[src/rtl/pipeline_exe.sv]
// EXE stage: single-cycle ALU/MUL plus a restoring radix-2 divider that stalls IF/ID via busy_e_o.
// Registered outputs feed MEM; a divide occupies the stage for 34 cycles, flush squashes it at once.
module pipeline_exe #(
   parameter int XLEN = 32
) (
   input  logic            clk,
   input  logic            resetn,
   input  logic            valid_d_i,
   input  logic            flush_i,
   input  logic [3:0]      alu_op_d_i,
   input  logic [XLEN-1:0] src_a_d_i,
   input  logic [XLEN-1:0] src_b_d_i,
   input  logic [2:0]      dmem_type_d_i,
   input  logic [XLEN-1:0] extended_imm_d_i,
   input  logic [XLEN-1:0] pc_plus4_d_i,
   input  logic            reg_write_en_d_i,
   input  logic [4:0]      rd_idx_d_i,
   input  logic [3:0]      result_src_d_i,
   input  logic            instr_illegal_d_i,
   output logic [XLEN-1:0] alu_result_e_o,
   output logic [2:0]      dmem_type_e_o,
   output logic [XLEN-1:0] extended_imm_e_o,
   output logic [XLEN-1:0] pc_plus4_e_o,
   output logic            reg_write_en_e_o,
   output logic [4:0]      rd_idx_e_o,
   output logic [3:0]      result_src_e_o,
   output logic            instr_illegal_e_o,
   output logic            busy_e_o
);
   localparam logic [1:0] S_IDLE = 2'd0;
   localparam logic [1:0] S_DIV  = 2'd1;
   localparam logic [1:0] S_DONE = 2'd2;

   logic [1:0]      state_q, state_d;
   logic [4:0]      cnt_q, cnt_d;
   logic [XLEN-1:0] rem_q, rem_d, quo_q, quo_d, dvs_q, dvs_d;
   logic            neg_q_q, neg_q_d, neg_r_q, neg_r_d;

   logic [XLEN-1:0] alu_res, div_res, spec_res, result_d, a_abs, b_abs;
   logic [XLEN:0]   rem_sh, rem_diff;
   logic            is_div, is_rem, div_signed, div_zero, div_ovf, div_special, start_div, bubble;
   logic [4:0]      shamt;

   assign shamt       = src_b_d_i[4:0];
   assign is_div      = (alu_op_d_i[3:2] == 2'b11);
   assign is_rem      = alu_op_d_i[1];
   assign div_signed  = is_div && !alu_op_d_i[0];
   assign div_zero    = (src_b_d_i == '0);
   assign div_ovf     = div_signed && (src_a_d_i == {1'b1, {(XLEN-1){1'b0}}}) && (src_b_d_i == '1);
   assign div_special = div_zero || div_ovf;
   assign start_div   = valid_d_i && is_div && !div_special;

   // Reset gating keeps every output at zero while resetn is low.
   assign busy_e_o = resetn && !flush_i &&
                     (((state_q == S_IDLE) && start_div) || (state_q == S_DIV));
   assign bubble   = !valid_d_i || flush_i || busy_e_o;

   assign a_abs = (div_signed && src_a_d_i[XLEN-1]) ? -src_a_d_i : src_a_d_i;
   assign b_abs = (div_signed && src_b_d_i[XLEN-1]) ? -src_b_d_i : src_b_d_i;

   // One restoring step: shift next dividend bit in, subtract if it fits.
   assign rem_sh   = {rem_q, quo_q[XLEN-1]};
   assign rem_diff = rem_sh - {1'b0, dvs_q};

   always_comb begin
      alu_res = '0;
      case (alu_op_d_i)
         4'd0:    alu_res = src_a_d_i + src_b_d_i;
         4'd1:    alu_res = src_a_d_i - src_b_d_i;
         4'd2:    alu_res = src_a_d_i << shamt;
         4'd3:    alu_res = {{(XLEN-1){1'b0}}, $signed(src_a_d_i) < $signed(src_b_d_i)};
         4'd4:    alu_res = {{(XLEN-1){1'b0}}, src_a_d_i < src_b_d_i};
         4'd5:    alu_res = src_a_d_i ^ src_b_d_i;
         4'd6:    alu_res = src_a_d_i >> shamt;
         4'd7:    alu_res = XLEN'($signed(src_a_d_i) >>> shamt);
         4'd8:    alu_res = src_a_d_i | src_b_d_i;
         4'd9:    alu_res = src_a_d_i & src_b_d_i;
         4'd10:   alu_res = src_a_d_i * src_b_d_i;
         4'd11:   alu_res = src_b_d_i;
         default: alu_res = '0;
      endcase
   end

   always_comb begin
      spec_res = '0;
      if (div_zero)
         spec_res = is_rem ? src_a_d_i : '1;
      else if (div_ovf)
         spec_res = is_rem ? '0 : {1'b1, {(XLEN-1){1'b0}}};
      div_res  = is_rem ? (neg_r_q ? -rem_q : rem_q) : (neg_q_q ? -quo_q : quo_q);
      result_d = '0;
      if (!bubble)
         result_d = !is_div ? alu_res : ((state_q == S_DONE) ? div_res : spec_res);
   end

   always_comb begin
      state_d = state_q;
      cnt_d   = cnt_q;
      rem_d   = rem_q;
      quo_d   = quo_q;
      dvs_d   = dvs_q;
      neg_q_d = neg_q_q;
      neg_r_d = neg_r_q;
      if (flush_i) begin
         state_d = S_IDLE;
      end else begin
         case (state_q)
            S_IDLE: if (start_div) begin
               rem_d   = '0;
               quo_d   = a_abs;
               dvs_d   = b_abs;
               neg_q_d = div_signed && (src_a_d_i[XLEN-1] ^ src_b_d_i[XLEN-1]);
               neg_r_d = div_signed && src_a_d_i[XLEN-1];
               cnt_d   = 5'd31;
               state_d = S_DIV;
            end
            S_DIV: begin
               rem_d = rem_diff[XLEN] ? rem_sh[XLEN-1:0] : rem_diff[XLEN-1:0];
               quo_d = {quo_q[XLEN-2:0], !rem_diff[XLEN]};
               if (cnt_q == 5'd0) state_d = S_DONE;
               else               cnt_d   = cnt_q - 5'd1;
            end
            S_DONE:  state_d = S_IDLE;
            default: state_d = S_IDLE;
         endcase
      end
   end

   always_ff @(posedge clk or negedge resetn) begin
      if (!resetn) begin
         state_q           <= S_IDLE;
         cnt_q             <= '0;
         rem_q             <= '0;
         quo_q             <= '0;
         dvs_q             <= '0;
         neg_q_q           <= 1'b0;
         neg_r_q           <= 1'b0;
         alu_result_e_o    <= '0;
         dmem_type_e_o     <= '0;
         extended_imm_e_o  <= '0;
         pc_plus4_e_o      <= '0;
         reg_write_en_e_o  <= 1'b0;
         rd_idx_e_o        <= '0;
         result_src_e_o    <= '0;
         instr_illegal_e_o <= 1'b0;
      end else begin
         state_q           <= state_d;
         cnt_q             <= cnt_d;
         rem_q             <= rem_d;
         quo_q             <= quo_d;
         dvs_q             <= dvs_d;
         neg_q_q           <= neg_q_d;
         neg_r_q           <= neg_r_d;
         alu_result_e_o    <= result_d;
         dmem_type_e_o     <= bubble ? 3'b000 : dmem_type_d_i;
         extended_imm_e_o  <= bubble ? '0 : extended_imm_d_i;
         pc_plus4_e_o      <= bubble ? '0 : pc_plus4_d_i;
         reg_write_en_e_o  <= !bubble && reg_write_en_d_i;
         rd_idx_e_o        <= bubble ? 5'd0 : rd_idx_d_i;
         result_src_e_o    <= bubble ? 4'd0 : result_src_d_i;
         instr_illegal_e_o <= !bubble && instr_illegal_d_i;
      end
   end
endmodule

[config.mk]
export PLATFORM = sky130hd
export DESIGN_NAME = pipeline_exe
export DESIGN_NICKNAME = d
export VERILOG_FILES = /design/src/rtl/pipeline_exe.sv
export SDC_FILE = /design/constraint.sdc
export NUM_CORES = 2
export LEC_CHECK = 0
export ABC_AREA = 1
export ABC_CLOCK_PERIOD_IN_PS = 6790
export BUFFER_PORTS_ARGS = -buffer_cell sky130_fd_sc_hd__buf_4
export CAP_MARGIN = 10
export CORE_UTILIZATION = 35
export CTS_BUF_LIST = sky130_fd_sc_hd__clkbuf_8
export DETAILED_ROUTE_END_ITERATION = 16
export PLACE_DENSITY_LB_ADDON = 0.15
export SLEW_MARGIN = 20
export SYNTH_ARGS = -nofsm -noshare
export SYNTH_HDL_FRONTEND = slang
export SYNTH_SLANG_ARGS = --single-unit
[constraint.sdc]
create_clock -name clk -period 6.79 [get_ports clk]
set_input_delay 0.679 -clock clk [delete_from_list [all_inputs] [get_ports clk]]
set_output_delay 0.679 -clock clk [all_outputs]
set_load 0.005 [all_outputs]
==> parameters.txt <==
Parameter                              Value

Place
  Pre-CTS setup slack    -0.787 ns
  Post-detailed-placement half-perimeter wirelength    170000 um
  # placed instances    7898
  Port-buffer cells    260
  Final Wtd Congestion    1.12

Min path
  Worst min-delay path category    in -> reg
  Worst Hold Launch    extended_imm_d_i[12]
  End point of the most critical hold path    extended_imm_e_o[12]$_DFF_PN0_
  Min-Delay Path Depth    3

Routing
  Sum of routed wire length over all layers    202000 um
  DRC violations left    0
  Amount of wire on met3 after detailed routing    13900 um
  Number of antenna-violating nets in the routed design    0
  Via count    42500
  Drt first-iter violations    3879
  WL met1    83000 um
  Routed met2 length    93000 um
  WL per Instance    25.3 um
  Vias/cell    5.32
  Highest metal layer with signal wires    met5
  Total iterations of the first detailed-routing run    6

Critical path
  Endpoint arrival time on the critical path    7.23 ns
  Crit path launch    src_a_d_i[12]
  Launch instance of the worst register-to-register path    quo_q[31]$_DFFE_PN0P_
  Crit start category    input pin
  CP Max Fanout    8
  Library cell contributing the largest single delay on the critical path    fa_2
  Endpoint required time on the critical path    7.36 ns
  Crit path cell chain    buf_4, buf_4, ha_1, fa_1, inv_1, fa_1, fa_2, fa_1, fa_1, inv_1, fa_2, fa_2, fa_2, ha_4, a21oi_2, o21ai_0, a211oi_1, o21ai_0, nor2_2, inv_1, nand2_1, nand3_2, a21oi_2
  Crit path kind    in -> reg
  Worst r2r path cells    18
  Crit path capture type    flip-flop
  Internal reg-to-reg setup slack    3.31 ns
  Buffering stage count on the worst path with inverters included    5
  Endpoint of the worst register-to-register path    rem_q[16]$_DFFE_PN0P_
  Kind of cell adding the most delay to the critical path    adder cells
  Stage delay of the slowest cell on the critical path    0.61 ns

STA
  Max Freq    150 MHz
  Hold violation count in the final report    0
  Worst slew margin    22.6%
  Final Critical Period    6.66 ns
  Worst-margin pin slew    1.16 ns
  Number of pins with negative max-slew slack in the final report    0
  Hold slack final    0.253 ns
  Worst Skew    0.0911 ns
  Post-layout worst setup margin    0.133 ns
  Fraction of the cycle the final worst path needs    98.0%
  Setup repair after global routing missed its margin    true
  Final setup violating endpoints    0

Run
  Maximum Capacitance Violations    0

Global route
  Maximum number of pins on one net before global-route repair    86
  GR Util All Layers    34.8%
  Gr ovfl total    0
  Number of global-route vias before repair    42400
  First-pass GRT wire length    293000 um
  Initial antenna violation count    17

Clock tree
  CTS tree    done
  CTS Root Cell    clkbuf_8
  Sink Count    215
  Register clock-pin slew on the reported worst setup and hold paths    0.07 ns
  Buffer depth of the longest clock path    3
  H-tree Lvls    2
  Number of buffers created by CTS    42
  Clock insertion delay at the later pin of the skew report    0.66 ns

Die
  Core Area    112000 sq um
  Io pins    261
  Height of the die    339 um
  Starting density of the core    35.3%
  DIE AREA    115000 sq um
  Std-Cell Rows    123
  Floorplan die width    339 um

Yosys
  Share of Yosys cell area claimed by the top area cell type    20.8%
  Register bit total from synthesis    215
  Count of flip-flops with a built-in enable after synthesis    0
  Avg Inst Size Synth    6.61 sq um
  Sequential element share of the synthesized area    13.6%
  Syn nets    6820
  Flip-flop cell with the highest count after synthesis    dfrtp_1
  Gate Count Post-Synth    6000
  Library cell with the largest summed area after synthesis    fa_1
  Area of the mapped netlist    39600 sq um
  Largest cells by area after synthesis    fa_1, nand2_1, dfrtp_1, inv_1, ha_1
  Yosys warning total    0
  Share of async-settable or async-resettable flops after synthesis    100%
  Distinct cell type count after synthesis    57

Layout
  Net count of the finished layout    7266
  Final design utilization    42.1%
  Synthesis-to-finish area growth    19.3%
  Most common cell after layout, fill and taps aside    nand2_1
  Area of all sequential standard cells    5380 sq um
  Area of the multi-input gates    28900 sq um
  Most frequent cells in the layout    nand2_1, inv_1, buf_4, o21ai_0, nor2_1
  Proportion of layout cells with a drive suffix above 1    14.6%
  Layout filler cell count    12100
  Final std cells w/o fill    7982

Status
  Result of the run    completed
-- worst min-delay path, delay by kind of cell --
| kind | cells | cell delay (ns) |
|---|---|---|
| buffers and inverters | 2 | 0.15 |
| and+or+nand+nor | 1 | 0.03 |
-- per-stage QoR --
stage	TNS, ns	area (sq um)
after floorplan	-1.94	40000
after global placement	-8.43	46000
after detailed placement	-10.18	46000
after CTS	-0.0138	47000
after global routing	-0.0461	47300
final	0	47300
-- state kept, by name, indices dropped and copies added (netlist names) --
register and cells:
quo_q 32, extended_imm_e_o 32, rem_q 32, rd_idx_e_o 5, reg_write_en_e_o 1, neg_r_q 1, neg_q_q 1, cnt_q 5
alu_result_e_o 32, dvs_q 32, result_src_e_o 4, instr_illegal_e_o 1, dmem_type_e_o 3, state_q 2, pc_plus4_e_o 32
-- synth_stat cells, drive strengths merged (2+ instances only) --
cell,n
a2111oi,4
o21ai,454
a31oi,22
inv,1226
o2111ai,7
a21boi,6
clkbuf,175
a22oi,2
nor2,487
o31ai,11
o311ai,3
nand2,1462
a21o,13
nor3,81
a211oi,16
o211ai,68
nand3,284
dfrtp,215
clkinv,11
o22ai,52
xor2,73
nor4,24
or2,17
o221ai,16
and3,2
o21a,12
buf,120
nand3b,12
nand4,45
ha,259
mux2i,18
o21bai,12
xnor2,24
a21oi,337
a221oi,9
fa,411
-- per-layer routing --
layer	GRT usage, %	up-vias
met1	44.4	20700
met5	0	-
met3	5.00	439
li1	-	19600
met4	17.8	8
met2	57.1	1749
-- logic make-up (layout without fill, tap and decap cells) --
| family | after synthesis | count (layout) | share of synthesized area, % |
|---|---|---|---|
| XOR/XNOR | 97 | 97 | 2.14 |
| flip-flops | 215 | 215 | 13.6 |
| other | 0 | 6 | 0 |
| multiplexers | 18 | 18 | 0.454 |
| AO/OA/AOI/OAI | 1052 | 1052 | 14.9 |
| buffers and inverters | 1532 | 2008 | 14.8 |
| AND/OR/NAND/NOR | 2416 | 2416 | 25.2 |
| adder cells (fa/ha/maj) | 670 | 670 | 28.9 |
-- layout make-up --
cell class / instances / share of cell area [%]
diodes: 6 / 0.0317
clock buffers: 52 / 1.51
clock inverters: 22 / 0.534
inverters: 1237 / 9.82
multi-input cells: 4253 / 61.0
flip-flops and latches: 215 / 11.4
well taps: 1500 / 3.97
repair buffers: 697 / 11.8
-- worst max-delay path by stage --
stage,end,cells after the start
detailed placement,alu_result_e_o[26]$_DFF_PN0_,26
global placement,alu_result_e_o[31]$_DFF_PN0_,24
finish,alu_result_e_o[31]$_DFF_PN0_,23
CTS,alu_result_e_o[27]$_DFF_PN0_,26
global route,alu_result_e_o[21]$_DFF_PN0_,25
floorplan,alu_result_e_o[26]$_DFF_PN0_,31
-- timing repair --
| item | 4_1_cts | 5_1_grt |
|---|---|---|
| setup buffers | 0 | 3 |
| endpoints found under the setup margin | 4 | 16 |
| resized for setup | 6 | 71 |
| pin swaps | 1 | 42 |
| endpoints found under the hold margin | 27 | 0 |
| hold buffers | 1 | 0 |
Power is left out: the tool's default activity adds up to more than one toggle a clock period on the data nets, which glitch-free logic cannot reach.
